==> src/rtl/rvj1_mem_pkg.sv <==
// Shared memory-side types for the rvj1 core: RAM owner tag and default sizes.
package rvj1_mem_pkg;

    localparam int ADDR_W_DEF = 4;
    localparam int DATA_W_DEF = 32;

    typedef enum logic [1:0] {
        OWN_NONE = 2'd0,
        OWN_IF   = 2'd1,
        OWN_D    = 2'd2
    } owner_t;

endpackage

==> src/rtl/rvj1_arb_pick.sv <==
// Two-way grant selector; gnt = {data, fetch}, one-hot or zero.
// RVJ1_ARB_RR_EN selects round-robin instead of data priority with starvation guard.
module rvj1_arb_pick (
    input  logic       if_req,
    input  logic       d_req,
    input  logic       wait_sat,
    input  logic       rr_d,
    output logic [1:0] gnt
);

`ifdef RVJ1_ARB_RR_EN
    logic unused_sat;
    assign unused_sat = wait_sat;
`else
    logic unused_rr;
    assign unused_rr = rr_d;
`endif

    always_comb begin
        gnt = {d_req, if_req};
        if (if_req && d_req) begin
`ifdef RVJ1_ARB_RR_EN
            // Pointer holds the last winner; the other side goes next.
            gnt = rr_d ? 2'b01 : 2'b10;
`else
            gnt = wait_sat ? 2'b01 : 2'b10;
`endif
        end
    end

endmodule

==> src/rtl/rvj1_ram_arbiter.sv <==
// Shares one single-port sync RAM between fetch and load/store ports.
// Build option RVJ1_ARB_RR_EN: round-robin arbitration, no wait counter.
module rvj1_ram_arbiter
    import rvj1_mem_pkg::*;
#(
    parameter int ADDR_W   = ADDR_W_DEF,
    parameter int DATA_W   = DATA_W_DEF,
    parameter int MAX_WAIT = 3
) (
    input  logic              clk,
    input  logic              rst,
    input  logic              if_req,
    input  logic [ADDR_W-1:0] if_addr,
    output logic              if_gnt,
    output logic              if_rvalid,
    output logic [DATA_W-1:0] if_rdata,
    input  logic              d_req,
    input  logic              d_we,
    input  logic [ADDR_W-1:0] d_addr,
    input  logic [DATA_W-1:0] d_wdata,
    output logic              d_gnt,
    output logic              d_rvalid,
    output logic [DATA_W-1:0] d_rdata,
    output logic              ram_we,
    output logic [ADDR_W-1:0] ram_addr,
    output logic [DATA_W-1:0] ram_di,
    input  logic [DATA_W-1:0] ram_dout
);

    logic [1:0]        pick;
    logic              wait_sat;
    logic              rr_d;
    owner_t            owner;
    logic [ADDR_W-1:0] addr_q;
    logic [DATA_W-1:0] if_hold;
    logic [DATA_W-1:0] d_hold;

    rvj1_arb_pick u_pick (
        .if_req   (if_req),
        .d_req    (d_req),
        .wait_sat (wait_sat),
        .rr_d     (rr_d),
        .gnt      (pick)
    );

    assign if_gnt = pick[0] & ~rst;
    assign d_gnt  = pick[1] & ~rst;

    // Idle cycles keep the last address so the RAM port does not toggle.
    assign ram_we   = d_gnt & d_we;
    assign ram_di   = d_wdata;
    assign ram_addr = d_gnt  ? d_addr :
                      if_gnt ? if_addr : addr_q;

    assign if_rvalid = (owner == OWN_IF);
    assign d_rvalid  = (owner == OWN_D);
    assign if_rdata  = if_rvalid ? ram_dout : if_hold;
    assign d_rdata   = d_rvalid ? ram_dout : d_hold;

`ifdef RVJ1_ARB_RR_EN
    assign wait_sat = 1'b0;
`else
    logic [3:0] wait_cnt;

    assign wait_sat = (wait_cnt == 4'(MAX_WAIT));

    always_ff @(posedge clk or posedge rst) begin
        if (rst) begin
            wait_cnt <= '0;
        end else if (!if_req || if_gnt) begin
            wait_cnt <= '0;
        end else if (d_gnt && !wait_sat) begin
            wait_cnt <= wait_cnt + 4'd1;
        end
    end
`endif

    always_ff @(posedge clk or posedge rst) begin
        if (rst) begin
            owner   <= OWN_NONE;
            rr_d    <= 1'b1;
            addr_q  <= '0;
            if_hold <= '0;
            d_hold  <= '0;
        end else begin
            owner <= d_gnt  ? OWN_D :
                     if_gnt ? OWN_IF : OWN_NONE;
            if (d_gnt || if_gnt) begin
                addr_q <= ram_addr;
                rr_d   <= d_gnt;
            end
            if (owner == OWN_IF) begin
                if_hold <= ram_dout;
            end
            if (owner == OWN_D) begin
                d_hold <= ram_dout;
            end
        end
    end

endmodule

==> config.mk <==
export PLATFORM = sky130hd
export DESIGN_NAME = rvj1_ram_arbiter
export DESIGN_NICKNAME = d
export VERILOG_FILES = /design/src/rtl/rvj1_mem_pkg.sv /design/src/rtl/rvj1_arb_pick.sv /design/src/rtl/rvj1_ram_arbiter.sv
export SDC_FILE = /design/constraint.sdc
export NUM_CORES = 1
export LEC_CHECK = 0
export ABC_AREA = 1
export ABC_CLOCK_PERIOD_IN_PS = 4600
export CAP_MARGIN = 15
export CELL_PAD_IN_SITES_DETAIL_PLACEMENT = 0
export CELL_PAD_IN_SITES_GLOBAL_PLACEMENT = 1
export CORE_ASPECT_RATIO = 1.25
export CORE_UTILIZATION = 29
export DETAILED_ROUTE_END_ITERATION = 16
export GPL_TIMING_DRIVEN = 0
export PLACE_DENSITY = 0.93
export SYNTH_ARGS = -nofsm -noshare
export SYNTH_HDL_FRONTEND = slang
export SYNTH_SLANG_ARGS = --single-unit
==> constraint.sdc <==
create_clock -name clk -period 4.6 [get_ports clk]
set_input_delay 0.46 -clock clk [delete_from_list [all_inputs] [get_ports clk]]
set_output_delay 0.46 -clock clk [all_outputs]
set_load 0.005 [all_outputs]
==> run_results.csv, run 1 <==
group,metric,value,unit
cts,clk_latency,320,ps
job,max_cap_viol_count,0,
run_status,status,"complete, no violations",
sta,period_minus_slack,2740,ps
routing,routed_wl,8.66,mm
grt,grt_overflow,0,
cts,path_clk_slew,50,ps
grt,grt_max_degree,75,
cells_and_area,final_common_cell,"clkdlybuf4s50_1",
pwr,p_switching,0.487,mW
synth,syn-num-nets,424,
routing,drc,0,
hold_path,hold_class,"register to register",
cts,cts_resized,0,
synth,ys_ff_latch,74,
cells_and_area,fin_util,0.489,
place,hpwl,6.56,mm
pwr,power_density,393,nW/µm²
cells_and_area,syn_to_final_growth,61.5,%
sta,fin_ws,1860,ps
synth,syn-cell-area,3250,µm²
cts,cts_buffers,9,
synth,synth_seq_area_share,0.570,
floorplan,die_x,96.7,µm
synth,syn_area_per_cell,9.39,µm²
setup_path,crit_path_end_kind,"output pin",
pwr,vdd_drop_max,0.217,mV
place,pre_cts_slack,1890,ps
routing,dr.pass1.iters,4,
floorplan,boundaryPins,182,
setup_path,path_max_fanout,7,
cts,clk_path_buf_depth,2,
floorplan,start_util,0.303,
sta,hold_viol_final,0,
cells_and_area,final_cell_mix,"clkdlybuf4s50_1, nand2_1, dfrtp_1",
floorplan,dieArea,11600,µm²
pwr,internal-power,1.58,mW
grt,grt_pass1_wl,13.8,mm
sta,slew_viol_final,0,
place,io_buffers,149,
routing,dr_total_vias,2833,
synth,syn_inst,346,
synth,synth_warnings,0,
setup_path,crit_required,4140,ps
setup_path,critPathKind,"primary input to output pin",
sta,max_freq,365,MHz
grt,grt_use_total,0.148,
routing,detail_route.wl_per_cell,13.5,µm
cts,cts_root_buf,"clkbuf_16",
cts,cts_tree,"done",
routing,antenna_left,0,
sta,fin_setup_tns,0,ps
setup_path,startpoint,"rst",
pwr,power.leakage,2.52,nW
pwr,swShare,0.236,
cells_and_area,num-nets-final,584,
hold_path,hp-start,"d_hold[13]",
sta,fin_skew,4.93,ps
routing,via_per_inst,4.41,
setup_path,critPathLaunchType,"primary input",
cts,cts_setup_buffers,0,
cts,clock-sinks,74,
floorplan,num_rows,42,
setup_path,arrival,2280,ps
cells_and_area,diodes,0,
sta,grt_setup_unrepaired,"no",
cts,htreeDepth,3,
sta,post-route-period-util,0.596,
synth,synth_cell_type_count,16,
sta,max_slew_margin,0.400,
pwr,pwr-share-clk,0.373,
cells_and_area,drive_gt1_frac,0.160,
floorplan,core,10700,µm²
place,gp_congestion,0.780,
grt,grt_pass1_vias,2903,
pwr,power_frac_seq,0.378,
sta,finalSetupViolCount,0,
cts,ctsHoldBuffers,0,
setup_path,r2r-start,"owner[0]",
grt,antenna_found_initial,0,
floorplan,chipHeight,120,µm
pwr,power_frac_comb,0.249,
routing,drt_iter0_markers,61,
sta,tightest_slew,900,ps
[synthesized netlist by cell type (all sizes together)]
cell,number,area (µm²)
a21oi,1,5.00
buf,42,328
clkbuf,4,15.0
dfrtp,74,1850
ha,1,12.5
inv,44,165
nand2,85,319
nand3,18,90.1
nor2,11,41.3
o21ai,64,407
or2,1,6.26
xor2,1,8.76
[final timing paths]
kind / endpoint / slack (ps) / depth (start not counted)
min in group asynchronous: if_hold[22] / 870 / 2
max reg2reg: if_hold[29] / 3180 / 4
min: d_hold[13] / 470 / 2
max: ram_addr[1] / 1860 / 6
min reg2reg: d_hold[13] / 470 / 2
max in group asynchronous: d_hold[7] / 3150 / 2
[routing by layer]
metal	wire length [µm]	share of wire	up-vias	track usage
met5	0	0	-	0
met4	65	0.0075	0	0.0420
met3	418	0.048	5	0.0353
met2	4610	0.53	88	0.266
met1	3570	0.41	1371	0.175
li1	-	-	1369	-
[critical path, stage by stage]
cell,delay (ps)
clkdlybuf4s50_1,640
nor2_1,180
nor2_1,250
nand2_1,140
nand3_1,100
clkdlybuf4s50_1,500
[per-stage QoR]
step	hold WS [ps]	instance area (µm²)	cells	power, mW
2_1_floorplan	456	3250	346	0.985
3_3_place_gp	455	4910	627	1.30
3_5_place_dp	456	4910	627	1.31
4_1_cts	471	5250	643	2.09
5_1_grt	484	5250	643	2.17
6_report	467	5250	643	2.06
[cell type report]
cell class / instances / area [µm²]
timing repair buffer: 149 / 1490
clock inverter: 4 / 72.6
buffer: 46 / 343
sequential: 74 / 1850
fill: 1013 / 5470
inverter: 44 / 168
clock buffer: 12 / 267
multi-input combinational: 182 / 890
tap: 132 / 165
[sequential cells by signal, summed over array words and instances, names as in the netlist]
name      flops
addr_q        4
wait_cnt      4
owner         2
d_hold       32
if_hold      32
[cells by family (layout without fill, tap and decap cells)]
kind of cell	Yosys count	after routing	share of synthesized area
DFF	74	74	0.570
xor gates and xnor gates	1	1	0.00270
buffers and inverters	90	255	0.156
AOI/OAI and AO/OA	65	65	0.127
and+or+nand+nor	115	115	0.141
adders and majority gates	1	1	0.00385
[power groups by stage]
stage	sequential, mW	combinational [mW]	clock [mW]
2_1_floorplan	0.784	0.202	0
3_5_place_dp	0.791	0.519	0
3_3_place_gp	0.787	0.509	0
6_report	0.780	0.514	0.769
4_1_cts	0.780	0.523	0.787
5_1_grt	0.788	0.559	0.820
(Power assumes the default switching activity.)
==> run 2, diff against run 1 <==
--- a/config.mk
+++ b/config.mk
@@ -6,15 +6,15 @@
 export NUM_CORES = 1
 export LEC_CHECK = 0
 export ABC_AREA = 1
-export ABC_CLOCK_PERIOD_IN_PS = 4600
+export ABC_CLOCK_PERIOD_IN_PS = 2200
 export CAP_MARGIN = 15
 export CELL_PAD_IN_SITES_DETAIL_PLACEMENT = 0
 export CELL_PAD_IN_SITES_GLOBAL_PLACEMENT = 1
 export CORE_ASPECT_RATIO = 1.25
-export CORE_UTILIZATION = 29
+export CORE_UTILIZATION = 25
 export DETAILED_ROUTE_END_ITERATION = 16
 export GPL_TIMING_DRIVEN = 0
-export PLACE_DENSITY = 0.93
+export PLACE_DENSITY = 0.86
 export SYNTH_ARGS = -nofsm -noshare
 export SYNTH_HDL_FRONTEND = slang
 export SYNTH_SLANG_ARGS = --single-unit
==> constraint.sdc (replaced) <==
create_clock -name clk -period 2.2 [get_ports clk]
set_input_delay 0.22 -clock clk [delete_from_list [all_inputs] [get_ports clk]]
set_output_delay 0.22 -clock clk [all_outputs]
set_load 0.005 [all_outputs]
==> run_results.csv, run 2 (synthesis gave the netlist of run 1 again) <==
group,metric,value,unit
cells_and_area,reg_top3,"d_hold (32), if_hold (32)",
pwr,power.leakage,2.73,nW
routing,drt_iter0_markers,75,
floorplan,boundaryPins,182,
cts,ctsHoldBuffers,0,
setup_path,arrival,1930,ps
setup_path,path_max_fanout,10,
sta,max_freq,465,MHz
place,pre_cts_slack,-34.5,ps
grt,grt_pass1_wl,14.2,mm
place,gp_congestion,0.793,
sta,fin_setup_tns,0,ps
hold_path,hold_class,"primary input to async pin",
cells_and_area,drive_gt1_frac,0.197,
cts,clock-sinks,74,
sta,grt_setup_unrepaired,"yes",
grt,antenna_found_initial,0,
setup_path,critPathLaunchType,"register",
cts,htreeDepth,3,
routing,routed_wl,8.95,mm
cts,clk_path_buf_depth,2,
routing,detail_route.wl_per_cell,13.1,µm
setup_path,crit_required,1980,ps
sta,hold_viol_final,0,
cts,path_clk_slew,60,ps
cts,clk_latency,330,ps
sta,finalSetupViolCount,0,
setup_path,r2r-start,"owner[0]",
cells_and_area,final_cell_mix,"clkdlybuf4s50_1, nand2_1, dfrtp_1",
sta,fin_skew,8.05,ps
cells_and_area,syn_to_final_growth,66.0,%
grt,grt_overflow,0,
sta,post-route-period-util,0.978,
cells_and_area,num-nets-final,586,
pwr,power_density,769,nW/µm²
sta,max_slew_margin,0.625,
cts,cts_tree,"done",
sta,period_minus_slack,2150,ps
place,io_buffers,149,
setup_path,critPathKind,"register to output pin",
sta,tightest_slew,562,ps
place,hpwl,6.89,mm
floorplan,die_x,104,µm
floorplan,dieArea,13500,µm²
setup_path,critical_path.top_delay_family,"buffers and inverters",
routing,dr_total_vias,2857,
job,max_cap_viol_count,0,
floorplan,num_rows,46,
cts,cts_root_buf,"clkbuf_16",
setup_path,path_cells,"inv_1 -> nand2_1 -> buf_4 -> clkbuf_4 -> o21ai_1 -> clkdlybuf4s50_1",
floorplan,chipHeight,129,µm
cells_and_area,diodes,0,
cts,cts_buffers,9,
grt,grt_pass1_vias,2979,
routing,via_per_inst,4.20,
pwr,power,4.15,mW
setup_path,critical_path.max_stage_delay,540,ps
floorplan,start_util,0.257,
sta,slew_viol_final,0,
cells_and_area,final_common_cell,"clkdlybuf4s50_1",
routing,dr.pass1.iters,4,
setup_path,timing.critical_path.buf_inv,4,
sta,fin_ws,48.3,ps
setup_path,slowest_stage,"clkdlybuf4s50_1",
grt,grt_use_total,0.136,
setup_path,crit_path_end_kind,"output pin",
setup_path,startpoint,"owner[1]",
floorplan,core,12700,µm²
routing,drc,0,
grt,grt_max_degree,41,
routing,antenna_left,0,
pwr,vdd_drop_max,0.423,mV
run_status,status,"complete, no violations",
run 2: metrics by stage:
stage	instance area, µm²	util	hold slack, ps	std cells
after floorplan	3250	-	286	346
after global placement	4950	0.391	454	663
after detailed placement	4970	0.393	459	664
after CTS	5290	0.418	175	680
after global routing	5400	0.426	229	681
final	5400	0.426	182	681
run 2: layout make-up:
| type | count | area [µm²] |
|---|---|---|
| timing repair buffer | 151 | 1560 |
| tap | 168 | 210 |
| buffer | 46 | 372 |
| sequential | 74 | 1850 |
| inverter | 44 | 168 |
| clock inverter | 4 | 52.6 |
| clock buffer | 12 | 236 |
| multi-input combinational | 182 | 948 |
| fill | 1277 | 7270 |
run 2: final timing paths:
check	to	slack, ps	depth (start not counted)
max	if_rdata[9]	50	6
max reg2reg	if_hold[15]	980	3
min reg2reg	d_hold[16]	470	2
min in group clk	owner[0]	410	2
min	wait_cnt[1]	180	2
max in group asynchronous	if_hold[8]	1440	3
run 2: timing repair:
item                                    4_1_cts  5_1_grt
resized for setup                            36       41
buffers inserted                              0        1
pin swaps                                     0        0
endpoints found under the setup margin       47       61
run 2: layer usage:
| layer | global-route usage | share of wire | vias to the layer above |
|---|---|---|---|
| li1 | - | - | 1386 |
| met1 | 0.149 | 0.40 | 1360 |
| met2 | 0.250 | 0.53 | 98 |
| met3 | 0.0231 | 0.046 | 13 |
| met4 | 0.0748 | 0.025 | 0 |
| met5 | 0 | 0 | - |
run 2: report_power, final:
part	total, mW	internal (mW)	switching, mW	leakage [nW]
Sequential	1.63	1.57	0.0557	0.917
Clock	1.42	0.881	0.536	0.141
Combinational	1.10	0.649	0.452	1.67
Total	4.15	3.10	1.04	2.73
run 2: worst register-to-register path, delay by kind of cell, from the launching register on:
family                 cells  cell delay [ps]
buffers and inverters      1              440
AO/OA/AOI/OAI              1              190
AND/OR/NAND/NOR            1               80
flip-flops                 1              360
